===== src/rtl/dm_access_ctrl.sv =====
// dm_access_ctrl: initiator-side controller between the MEM stage and a
// word-addressed data memory. Handles byte/half/word loads and stores over a
// valid/ready handshake, performs sub-word stores as read-modify-write,
// extends sub-word loads, and answers misaligned or illegal-size requests
// with an error response without touching memory.
module dm_access_ctrl #(
    parameter int ADDR_W = 14
) (
    input  logic              clk,
    input  logic              reset,
    input  logic              req_valid,
    output logic              req_ready,
    input  logic              req_write,
    input  logic [1:0]        req_size,
    input  logic              req_unsigned,
    input  logic [ADDR_W-1:0] req_addr,
    input  logic [31:0]       req_wdata,
    output logic              resp_valid,
    input  logic              resp_ready,
    output logic [31:0]       resp_rdata,
    output logic              resp_err,
    output logic              mem_en,
    output logic              mem_we,
    output logic [ADDR_W-3:0] mem_addr,
    output logic [31:0]       mem_wdata,
    input  logic [31:0]       mem_rdata
);

    typedef enum logic [2:0] {
        IDLE,
        RD,
        CAP,
        WR,
        RESP
    } state_t;

    state_t state;
    state_t next_state;

    // Request fields captured at accept; only the low half of store data is
    // needed because full-word store data goes straight into mem_wdata.
    logic        wr_q;
    logic        uns_q;
    logic [1:0]  size_q;
    logic [1:0]  lane_q;
    logic [15:0] wdata_q;

    logic        accept;
    logic        bad;
    logic        word_store;

    logic [7:0]  byte_sel;
    logic [15:0] half_sel;
    logic [31:0] load_data;
    logic [31:0] merge_data;

    logic              mem_en_d;
    logic              mem_we_d;
    logic [ADDR_W-3:0] mem_addr_d;
    logic [31:0]       mem_wdata_d;
    logic              resp_valid_d;
    logic [31:0]       resp_rdata_d;
    logic              resp_err_d;

    assign req_ready = (state == IDLE) && !reset;
    assign accept    = req_valid && req_ready;

    // Classify the incoming request: alignment / size legality and word store.
    always_comb begin
        bad = 1'b0;
        case (req_size)
            2'b01:   bad = req_addr[0];
            2'b10:   bad = (req_addr[1:0] != 2'b00);
            2'b11:   bad = 1'b1;
            default: bad = 1'b0;
        endcase
        word_store = req_write && (req_size == 2'b10) && !bad;
    end

    // Extract and extend the load lane, and build the read-modify-write word.
    always_comb begin
        case (lane_q)
            2'd0:    byte_sel = mem_rdata[7:0];
            2'd1:    byte_sel = mem_rdata[15:8];
            2'd2:    byte_sel = mem_rdata[23:16];
            default: byte_sel = mem_rdata[31:24];
        endcase
        half_sel = lane_q[1] ? mem_rdata[31:16] : mem_rdata[15:0];

        case (size_q)
            2'b00:   load_data = uns_q ? {24'h0, byte_sel} : {{24{byte_sel[7]}}, byte_sel};
            2'b01:   load_data = uns_q ? {16'h0, half_sel} : {{16{half_sel[15]}}, half_sel};
            default: load_data = mem_rdata;
        endcase

        merge_data = mem_rdata;
        if (size_q == 2'b00) begin
            case (lane_q)
                2'd0:    merge_data[7:0]   = wdata_q[7:0];
                2'd1:    merge_data[15:8]  = wdata_q[7:0];
                2'd2:    merge_data[23:16] = wdata_q[7:0];
                default: merge_data[31:24] = wdata_q[7:0];
            endcase
        end else if (lane_q[1]) begin
            merge_data[31:16] = wdata_q;
        end else begin
            merge_data[15:0] = wdata_q;
        end
    end

    // State register plus registered outputs and captured request fields.
    always_ff @(posedge clk) begin
        if (reset) begin
            state      <= IDLE;
            mem_en     <= 1'b0;
            mem_we     <= 1'b0;
            mem_addr   <= '0;
            mem_wdata  <= '0;
            resp_valid <= 1'b0;
            resp_rdata <= '0;
            resp_err   <= 1'b0;
            wr_q       <= 1'b0;
            uns_q      <= 1'b0;
            size_q     <= '0;
            lane_q     <= '0;
            wdata_q    <= '0;
        end else begin
            state      <= next_state;
            mem_en     <= mem_en_d;
            mem_we     <= mem_we_d;
            mem_addr   <= mem_addr_d;
            mem_wdata  <= mem_wdata_d;
            resp_valid <= resp_valid_d;
            resp_rdata <= resp_rdata_d;
            resp_err   <= resp_err_d;
            if (accept) begin
                wr_q    <= req_write;
                uns_q   <= req_unsigned;
                size_q  <= req_size;
                lane_q  <= req_addr[1:0];
                wdata_q <= req_wdata[15:0];
            end
        end
    end

    // Next-state logic for the request sequence.
    always_comb begin
        next_state = state;
        case (state)
            IDLE: begin
                if (accept) begin
                    if (bad)             next_state = RESP;
                    else if (word_store) next_state = WR;
                    else                 next_state = RD;
                end
            end
            RD:   next_state = CAP;
            CAP:  next_state = wr_q ? WR : RESP;
            WR:   next_state = RESP;
            RESP: if (resp_valid && resp_ready) next_state = IDLE;
            default: next_state = IDLE;
        endcase
    end

    // Outputs are registered from the next state so strobes and resp_valid
    // line up with the state they belong to.
    always_comb begin
        mem_en_d     = (next_state == RD) || (next_state == WR);
        mem_we_d     = (next_state == WR);
        resp_valid_d = (next_state == RESP);
        mem_addr_d   = mem_addr;
        mem_wdata_d  = mem_wdata;
        resp_rdata_d = resp_rdata;
        resp_err_d   = resp_err;
        if (accept) begin
            mem_addr_d   = req_addr[ADDR_W-1:2];
            resp_rdata_d = '0;
            resp_err_d   = bad;
            if (word_store) mem_wdata_d = req_wdata;
        end
        if (state == CAP) begin
            if (wr_q) mem_wdata_d  = merge_data;
            else      resp_rdata_d = load_data;
        end
    end

endmodule


===== config.mk =====
export PLATFORM = sky130hd
export DESIGN_NAME = dm_access_ctrl
export DESIGN_NICKNAME = d
export VERILOG_FILES = /design/src/rtl/dm_access_ctrl.sv
export SDC_FILE = /design/constraint.sdc
export NUM_CORES = 1
export LEC_CHECK = 0
export ABC_AREA = 1
export CORE_ASPECT_RATIO = 1.2
export CORE_MARGIN = 1.5
export CORE_UTILIZATION = 33
export DETAILED_ROUTE_END_ITERATION = 7
export DONT_BUFFER_PORTS = 1
export HOLD_SLACK_MARGIN = 0.15
export SLEW_MARGIN = 20
export SYNTH_ARGS = -nofsm -noshare
export SYNTH_HDL_FRONTEND = slang
export SYNTH_SLANG_ARGS = --single-unit
export TNS_END_PERCENT = 1

===== constraint.sdc =====
create_clock -name clk -period 1.6 [get_ports clk]
set_input_delay 0.16 -clock clk [delete_from_list [all_inputs] [get_ports clk]]
set_output_delay 0.16 -clock clk [all_outputs]
set_load 0.1 [all_outputs]

### Word level (Yosys, flattened, before mapping)

Index checks and enable logic that the tools add are counted.

| word-level totals | value |
|---|---|
| logic and storage cells | 65 |
| output and inout bits | 81 |
| bits in registers | 105 |

| cells by class | value |
|---|---|
| equal/unequal tests | 13 |
| muxes and demuxes | 26 |
| reductions and logical operators | 13 |

Operators with widths:

| kind | count |
|---|---|
| 32-bit 2-to-1 mux | 10 |
| 32-bit one-hot mux with 2 select lines | 1 |
| 16-bit 2-to-1 mux | 3 |
| 8-bit 2-to-1 mux | 4 |
| 8-bit one-hot mux with 3 select lines | 1 |
| 3-bit one-hot mux with 5 select lines | 1 |
| 3-bit 2-to-1 mux | 4 |
| 3-bit by 2-bit == test with 1-bit output (second input constant) | 3 |
| 2-bit by 1-bit == test with 1-bit output (second input constant) | 3 |
| 2-bit == test (second input constant) | 3 |
| 3-bit by 1-bit == test with 1-bit output (second input constant) | 2 |
| 3-bit == test (second input constant) | 2 |
| 1-bit logical AND | 5 |
| 2-bit zero test | 2 |
| 3-bit zero test | 1 |
| 1-bit one-hot mux with 3 select lines | 1 |
| 3-bit OR reduction | 1 |
| 1-bit zero test | 2 |
| 2-bit 2-to-1 mux | 1 |
| 2-bit nonzero test | 1 |
| 1-bit logical OR | 1 |

### Longest topological paths before layout

| logic depth | value |
|---|---|
| depth after elaboration | 10 |
| gate-level depth with buffers | 11 |

### Least setup slack after synthesis

Ideal clock, no wire load.

| timing | value |
|---|---|
| path type | register to register |
| start point | register resp_valid |
| end point | register resp_valid |
| arrival | 1282 ps |
| period minus slack after synthesis | 1423 ps |
| path slack | 177 ps |
| library setup time | 141 ps |
| stages on the path, launching flop included | 4 |
| cell sequence | dfxtp_1 a21oi_1 nand3_1 a41oi_1 |

| between the ends | value |
|---|---|
| word-level cells in the longest chain between the ends | 4 |

Ends and longest elaborated chain:

| element | RTL line | RTL |
|---|---|---|
| start: declaration | 18 | `output logic resp_valid,` |
| start signal: assignment | 133 | `resp_valid <= resp_valid_d;` |
| 1-bit logical AND | 160 | `RESP: if (resp_valid && resp_ready) next_state = IDLE;` |
| 3-bit 2-to-1 mux | 160 |  |
| 3-bit one-hot mux with 5 select lines | 149 | `case (state)` |
| 3-bit == test | 170 | `resp_valid_d = (next_state == RESP);` |

Every way passes these cells.
A chain may end at the register's enable or synchronous reset.

### Worst setup path in the final report

| timing | value |
|---|---|
| start point | register state[2] |
| end point | register mem_wdata[31] |

| between the ends | value |
|---|---|
| word-level cells in the longest chain between the ends | 6 |
| elaborated cells between the ends (all ways) | 7 |
| classes of those cells | eq/ne (1); mux (3); reduce/logical (3) |

Ends and longest elaborated chain:

| element | RTL line | RTL |
|---|---|---|
| start: declaration | 37 | `state_t state;` |
| start signal: assignment | 128 | `state <= next_state;` |
| 3-bit zero test | 65 | `assign req_ready = (state == IDLE) && !reset;` |
| 1-bit logical AND | 65 |  |
| 1-bit logical AND | 66 | `assign accept = req_valid && req_ready;` |
| 32-bit 2-to-1 mux | 175 | `if (accept) begin` |
| 32-bit 2-to-1 mux | 182 | `if (wr_q) mem_wdata_d = merge_data;` |
| 32-bit 2-to-1 mux * | 181 | `if (state == CAP) begin` |
| end signal: assignment | 132 | `mem_wdata <= mem_wdata_d;` |
| end: declaration | 25 | `output logic [31:0] mem_wdata,` |

Every way passes the cells marked *; elsewhere a longest branch is shown, timed or not.

==> summary.txt <==
Routing
  – Met3 WL: 1690 um
  – WL met1: 9010 um
  – Top layer used by detailed routing: met4
  – DRT iter0 DRCs: 526
  – DR vias: 6891
  – Routed Antenna Nets: 0
  – Metal2 WL: 10400 um
  – WL/cell: 16.1 um
  – Routed wire length: 21800 um
  – # DRC: 0
  – DR pass1 iterations: 5
  – Vias per std cell: 5.10

Final layout
  – Ant diodes: 0
  – Synthesis-to-layout area growth: 34.1%
  – Final net count: 1209
  – Commonest non-fill, non-tap cell in the layout: nand2_1
  – Layout fillers: around 1900
  – Most frequent cells in the layout: nand2_1, nand3_1, dfxtp_1
  – Share of cells above drive strength 1: 0.143

GRT
  – Largest net degree at the start of global routing: 89
  – Antenna violations before repair: 0
  – Gr ovfl total: 0
  – GR Util All Layers: 0.225
  – Vias in the first global route: about 6500
  – First-pass GRT wire length: 34600 um

Floorplan
  – Initial Util: 0.337
  – Site Rows: 54
  – Die width: 127 um
  – Io pins: 167
  – Die Y: 152 um
  – Core box area: 0.0181 sq mm
  – Total die area: 0.0193 sq mm

CTS
  – Clock root buffer: clkbuf_16
  – CTS Sinks: roughly 110
  – Worst-Skew Late Latency: 0.35 ns
  – Clk slew on worst S/H paths: around 0.070 ns
  – H-tree levels: 3
  – Max Buffers Root-to-Sink: 2
  – CTS tree: yes
  – Total CTS buffers: 9

Worst setup path
  – Worst Reg2Reg Path Length in Cells: 9
  – CP Launch Type: register
  – Worst path slowest cell: dfxtp_1
  – CP cell instances: nor2_4 > nand2_1 > nor2_2 > buf_12 > nand3_1 > nand2_1 > inv_1 > nand2_1 > inv_1
  – Crit. path cell count: 9
  – Worst EP required: ~1.9 ns
  – Critical path class: register to register
  – Delay-heaviest family, CP: simple AND/OR/NAND/NOR gates
  – Origin of the worst setup path: state[2]
  – Critical Path Max Stage Delay: ~0.35 ns
  – Worst path most repeated cell: nand2_1
  – Arr. time, crit path: 1.76 ns
  – Critical Path Fanout Max: 32
  – Critical R2R Launch: state[2]
  – CP Capture Type: register
  – Buf+Inv Stages, Crit Path: 3

Synth
  – Syn_nets: 1073
  – Xor/xnor share of the synthesized area: 0
  – Mapped Avg Cell Area: roughly 6 sq um
  – Compound-cell area share of the yosys netlist: 0.159
  – Largest family of logic cells by synthesized area: simple AND/OR/NAND/NOR gates
  – Flops & latches, synth: approximately 110
  – Multiplexer share of the synthesized area: 0
  – Cells taking the most area after synthesis: dfxtp_1, nand2_1, nand3_1
  – Count of cell types in the netlist: 29
  – Yosys top cell area share: 0.345
  – Synth Area in Simple Gates: 0.376
  – Post-synthesis cell area: between 0.006 and 0.007 sq mm
  – Yosys warnings: 0
  – Synth area leader: dfxtp_1
  – Register area share after synthesis: 0.345
  – Gate Count Post-Synth: 987
  – Adder-cell area share of the yosys netlist: 0

Worst hold path
  – Hold Crit Start: req_valid
  – Hold Path Depth: 4
  – Worst hold path type: input port to register

Status
  – Status: finished, final reports clean

Placement
  – Final GP Congestion: 0.909
  – Buffers on Ports: 0
  – HPWL Detailed: 15500 um

Timing
  – Period utilization: 0.935
  – Rel. slew slack: 0.730
  – Least-Margin Pin Slew: 0.403 ns
  – Fin. Hold Viols: 0
  – Final setup viols: 0
  – Fmax: 668 MHz
  – Worst hold margin: around 0.16 ns
  – Final Max Slew Viols: 0
  – Max Clock Skew: 0.00636 ns
  – Min Clock Period, post-route: 1.50 ns
  – Setup TNS: 0 ns

Pwr
  – P per Cell Area: 907 mW/mm^2
  – Lkg Pwr: slightly above 4 nW
  – Worst VDD drop: 0.482 mV

Flow run
  – Max cap viols: 0
layout make-up:
class                           instances  area (sq um)  share of cell area
Sequential cell                       105          2100               0.257
Tap cell                              224           280              0.0343
Multi-Input combinational cell        702          3280               0.401
Inverter                              114           428              0.0523
Clock buffer                            9           225              0.0275
Timing Repair Buffer                  191          1770               0.216
Clock inverter                          7          93.8              0.0115
final timing paths:
path	endpoint	slack, ns
worst max-delay path	mem_wdata[31]	0.10
worst min-delay path	size_q[1]	0.16
worst max register to register	mem_wdata[31]	0.10
worst min register to register	mem_addr[11]	0.47
through the flow:
step | cell area [sq um] | setup slack [ns] | power, mW | std cells | utilization
after floorplan | 6100 | 0.177 | 4.40 | 987 | -
after global placement | 7050 | 0.133 | 4.83 | 1257 | 0.389
after detailed placement | 7050 | 0.141 | 4.84 | 1257 | 0.389
after CTS | 8170 | 0.0636 | 7.47 | 1352 | 0.451
after global routing | 8180 | -0.0128 | 7.75 | 1352 | 0.452
final | 8180 | 0.104 | 7.42 | 1352 | 0.452
worst register-to-register path, stage by stage (launching register included):
cell and delay (ns):
dfxtp_1 0.35, nor2_4 0.19, nand2_1 0.09, nor2_2 0.17, buf_12 0.21, nand3_1 0.18
nand2_1 0.10, inv_1 0.04, nand2_1 0.05, inv_1 0.03
sequential cells by signal, indices dropped and copies added, names as in the netlist:
name,flops
mem_wdata,32
wdata_q,16
size_q,2
lane_q,2
state,3
resp_valid,1
uns_q,1
mem_en,1
resp_rdata,32
mem_we,1
mem_addr,12
resp_err,1
wr_q,1
synthesized netlist by cell type:
master / instances
a21oi_1: 89
a21oi_2: 1
a31oi_1: 14
a41oi_1: 2
buf_1: 4
buf_2: 23
buf_4: 2
buf_6: 2
clkbuf_1: 35
dfxtp_1: 105
inv_1: 103
inv_2: 11
nand2_1: 356
nand2_2: 2
nand3_1: 144
nand3_2: 2
nand3_4: 1
nand4_2: 1
nand4_4: 1
nor2_1: 12
nor2_2: 2
nor2_4: 4
nor2_8: 2
nor3_1: 1
o211ai_1: 30
o21ai_0: 35
o21ai_1: 1
o31ai_1: 1
or2_2: 1
metal layers:
metal  vias to the layer above  GRT usage
met5                         -          0
met4                         0     0.0866
met3                        46     0.0535
met2                       279      0.370
met1                      3116      0.283
li1                       3450          -
kinds of logic (layout without fill, tap and decap cells):
group,after synthesis,count (layout)
simple gates,529,529
buf+inv,180,321
compound gates,173,173
flops,105,105
where the power goes:
| group | switching (mW) | total [mW] | internal [mW] |
|---|---|---|---|
| sequential | 0.0851 | 2.83 | 2.74 |
| combinational | 1.52 | 2.18 | 0.659 |
| clock | 1.04 | 2.41 | 1.37 |
| total | 2.64 | 7.42 | 4.77 |
repair_timing:
action	in CTS	in global routing
hold buffers	79	0
endpoints found under the hold margin	99	0
endpoints found under the setup margin	0	7
buffers inserted	0	0
resized for setup	0	3
Note: power is estimated with default switching activity, not from simulation.
==> edit: new RTL, config.mk and constraints unchanged <==
The parameter `ADDR_W` goes from 14 to 13.
--- a/src/rtl/dm_access_ctrl.sv
+++ b/src/rtl/dm_access_ctrl.sv
@@ -4,7 +4,7 @@
 // extends sub-word loads, and answers misaligned or illegal-size requests
 // with an error response without touching memory.
 module dm_access_ctrl #(
-    parameter int ADDR_W = 14
+    parameter int ADDR_W = 13
 ) (
     input  logic              clk,
     input  logic              reset,
Interface: changed (resized mem_addr and req_addr); port bits go from 167 to 165. The function was not compared with the original's and may differ.
==> edit against the original RTL <==
Wire length rose by 3.7%; worst setup slack worse by 0.065 ns; area after synthesis grew 0.57%; design area up 1.3%; sequential share of layout area is 0.53 points lower; sequential cell count is 1 lower; power about the same; count of clock-buffer cells in the layout stayed put; worst hold slack got worse by 0.018 ns; critical endpoint is now wdata_q[7]; largest cell class unchanged; largest power group unchanged.
==> edit: results (changes against the original RTL) <==
POWER
--------------------------------------------------------------------------------
Worst IR Drop VDD .................................................  0.0005526 V   +15%
Switching portion of total power ..................................       37.11%   +1.5 points
P_leak ............................................................     4.152 nW   +0.35%

CRITICAL PATH
--------------------------------------------------------------------------------
Arrival @ worst endpoint ..........................................      1.80 ns   +0.04 ns
CP Max Fanout .....................................................           87   +170%
Depth of the worst register-to-register path ......................            6   -3
Largest delay contributor family on the critical path ............. compound AO/OA/AOI/OAI gates

LAYOUT
--------------------------------------------------------------------------------
Largest registers ................................................. mem_wdata (32), resp_rdata (32), wdata_q (16)
Fill cell instance count of the final layout ......................         1879   -0.84%
Area of the multi-input gates .....................................     3311 µm²   +0.95%
Share of cells above drive strength 1 .............................       15.65%   +1.4 points
Final layout net count ............................................         1211   +0.17%

CLOCK TREE
--------------------------------------------------------------------------------
Clock transition at the registers of the reported paths ...........      0.08 ns
Longest Clk Path Bufs .............................................            2   unchanged

LOGIC SYNTHESIS
--------------------------------------------------------------------------------
Post-synthesis mux area share .....................................           0%   unchanged
Synth cell count leaders .......................................... nand2_1, nand3_1, inv_1
Syn nets ..........................................................         1067   -0.56%
Compound-gate portion of the synthesized area .....................       16.51%   +0.56 points
Largest cells by area after synthesis ............................. dfxtp_1, nand2_1, nand3_1
Share of synthesized area occupied by flip-flops and latches ......       33.96%   -0.52 points
Count of distinct cell types in the synthesized netlist ...........           30   +3.4%

DETAILED ROUTING
--------------------------------------------------------------------------------
DRT iter0 DRCs ....................................................          538   +2.3%
Via count .........................................................         6937   +0.67%
Length of routed met2 wiring ......................................     10290 µm   -1.5%
Met1 layer wirelength in the final routing ........................      9603 µm   +6.6%
Average detailed-routed wire length per instance ..................     16.69 µm   +3.4%
Amount of wire on met3 after detailed routing .....................      1802 µm   +6.8%
First-pass iteration count of the detailed router .................            7   +2

PLACEMENT
--------------------------------------------------------------------------------
Dpl hpwl ..........................................................     15450 µm   -0.22%
Routability-driven placement congestion ratio .....................       0.9070   -0.20%

TIMING
--------------------------------------------------------------------------------
Headroom to the max-slew limit ....................................       69.81%   -3.2 points
Clock Skew ........................................................  0.006967 ns   +0.0006066 ns

GLOBAL ROUTING
--------------------------------------------------------------------------------
Total Routing Usage GR ............................................       22.94%   +0.47 points
First-pass GRT wire length ........................................     34760 µm   +0.52%
Largest net degree at the start of global routing .................           88   -1.1%
Number of antenna violations at the first check in global routing .            1   +1
Number of global-route vias before repair .........................         6294   -2.5%

OUTCOME
--------------------------------------------------------------------------------
Status ............................................................ complete, no violations

edit: cell types whose count changed in the layout (fill, tap and decap cells not counted), moves of 3 or more:
cell,unedited run,this run
nand2_1,356,352
a21oi_1,89,83
dfxtp_1,104,101
a21oi_2,1,8
buf_4,102,105
nand3_1,142,136
inv_2,11,6
edit: what timing repair did:
action	in CTS	in global routing
resized for setup	0	6
buffers inserted	0	3
hold buffers	81	0
setup endpoints to repair	0	28
endpoints found under the hold margin	101	0
edit: cell type report:
cell class	count	share of cell area [%]
well taps	224	3.385
inverters	113	5.199
multi-input cells	699	39.99
clock buffers	9	2.720
clock inverters	7	1.043
repair buffers	199	22.47
flip-flops and latches	104	25.19
edit: cells by family after synthesis:
kind of cell,after synthesis
AO/OA/AOI/OAI,175
buffers and inverters,179
flip-flops,104
AND/OR/NAND/NOR,524
edit: power by group through the flow:
stage,logic (mW),clock network [mW],registers (mW)
3_3_place_gp,1.98,0,2.86
2_1_floorplan,0.980,0,3.39
6_report,2.24,2.38,2.80
4_1_cts,2.21,2.43,2.80
5_1_grt,2.40,2.53,2.82
3_5_place_dp,1.99,0,2.86
edit: metal layers:
layer,vias up,GRT usage (%)
met3,43,4.424
li1,3460,-
met4,0,11.09
met2,269,35.88
met5,-,0
met1,3165,30.18
edit: path summary, 6_finish.rpt:
path,start,endpoint,slack (ns)
hold / removal,mem_rdata[4],resp_rdata[4],0.14
setup reg to reg,state[0],wdata_q[7],0.04
setup / recovery,state[0],wdata_q[7],0.04
hold reg to reg,mem_addr[10],mem_addr[10],0.47
edit: worst min-delay path: stages:
cell	delay (ns)
inv_1	0.07
nand2_1	0.07
nand2_1	0.05
a21oi_1	0.11
edit: stage by stage:
step,utilization (%),hold slack [ns],instance area (µm²),worst slack (ns),cells
5_1_grt,45.55,0.1812,8279,-0.03862,1355
3_3_place_gp,39.12,0.2395,7109,0.06938,1255
3_5_place_dp,39.12,0.2392,7109,0.07056,1255
4_1_cts,45.35,0.1506,8242,0.04382,1352
2_1_floorplan,-,0.2708,6131,0.1772,982
6_report,45.55,0.1401,8279,0.03840,1355
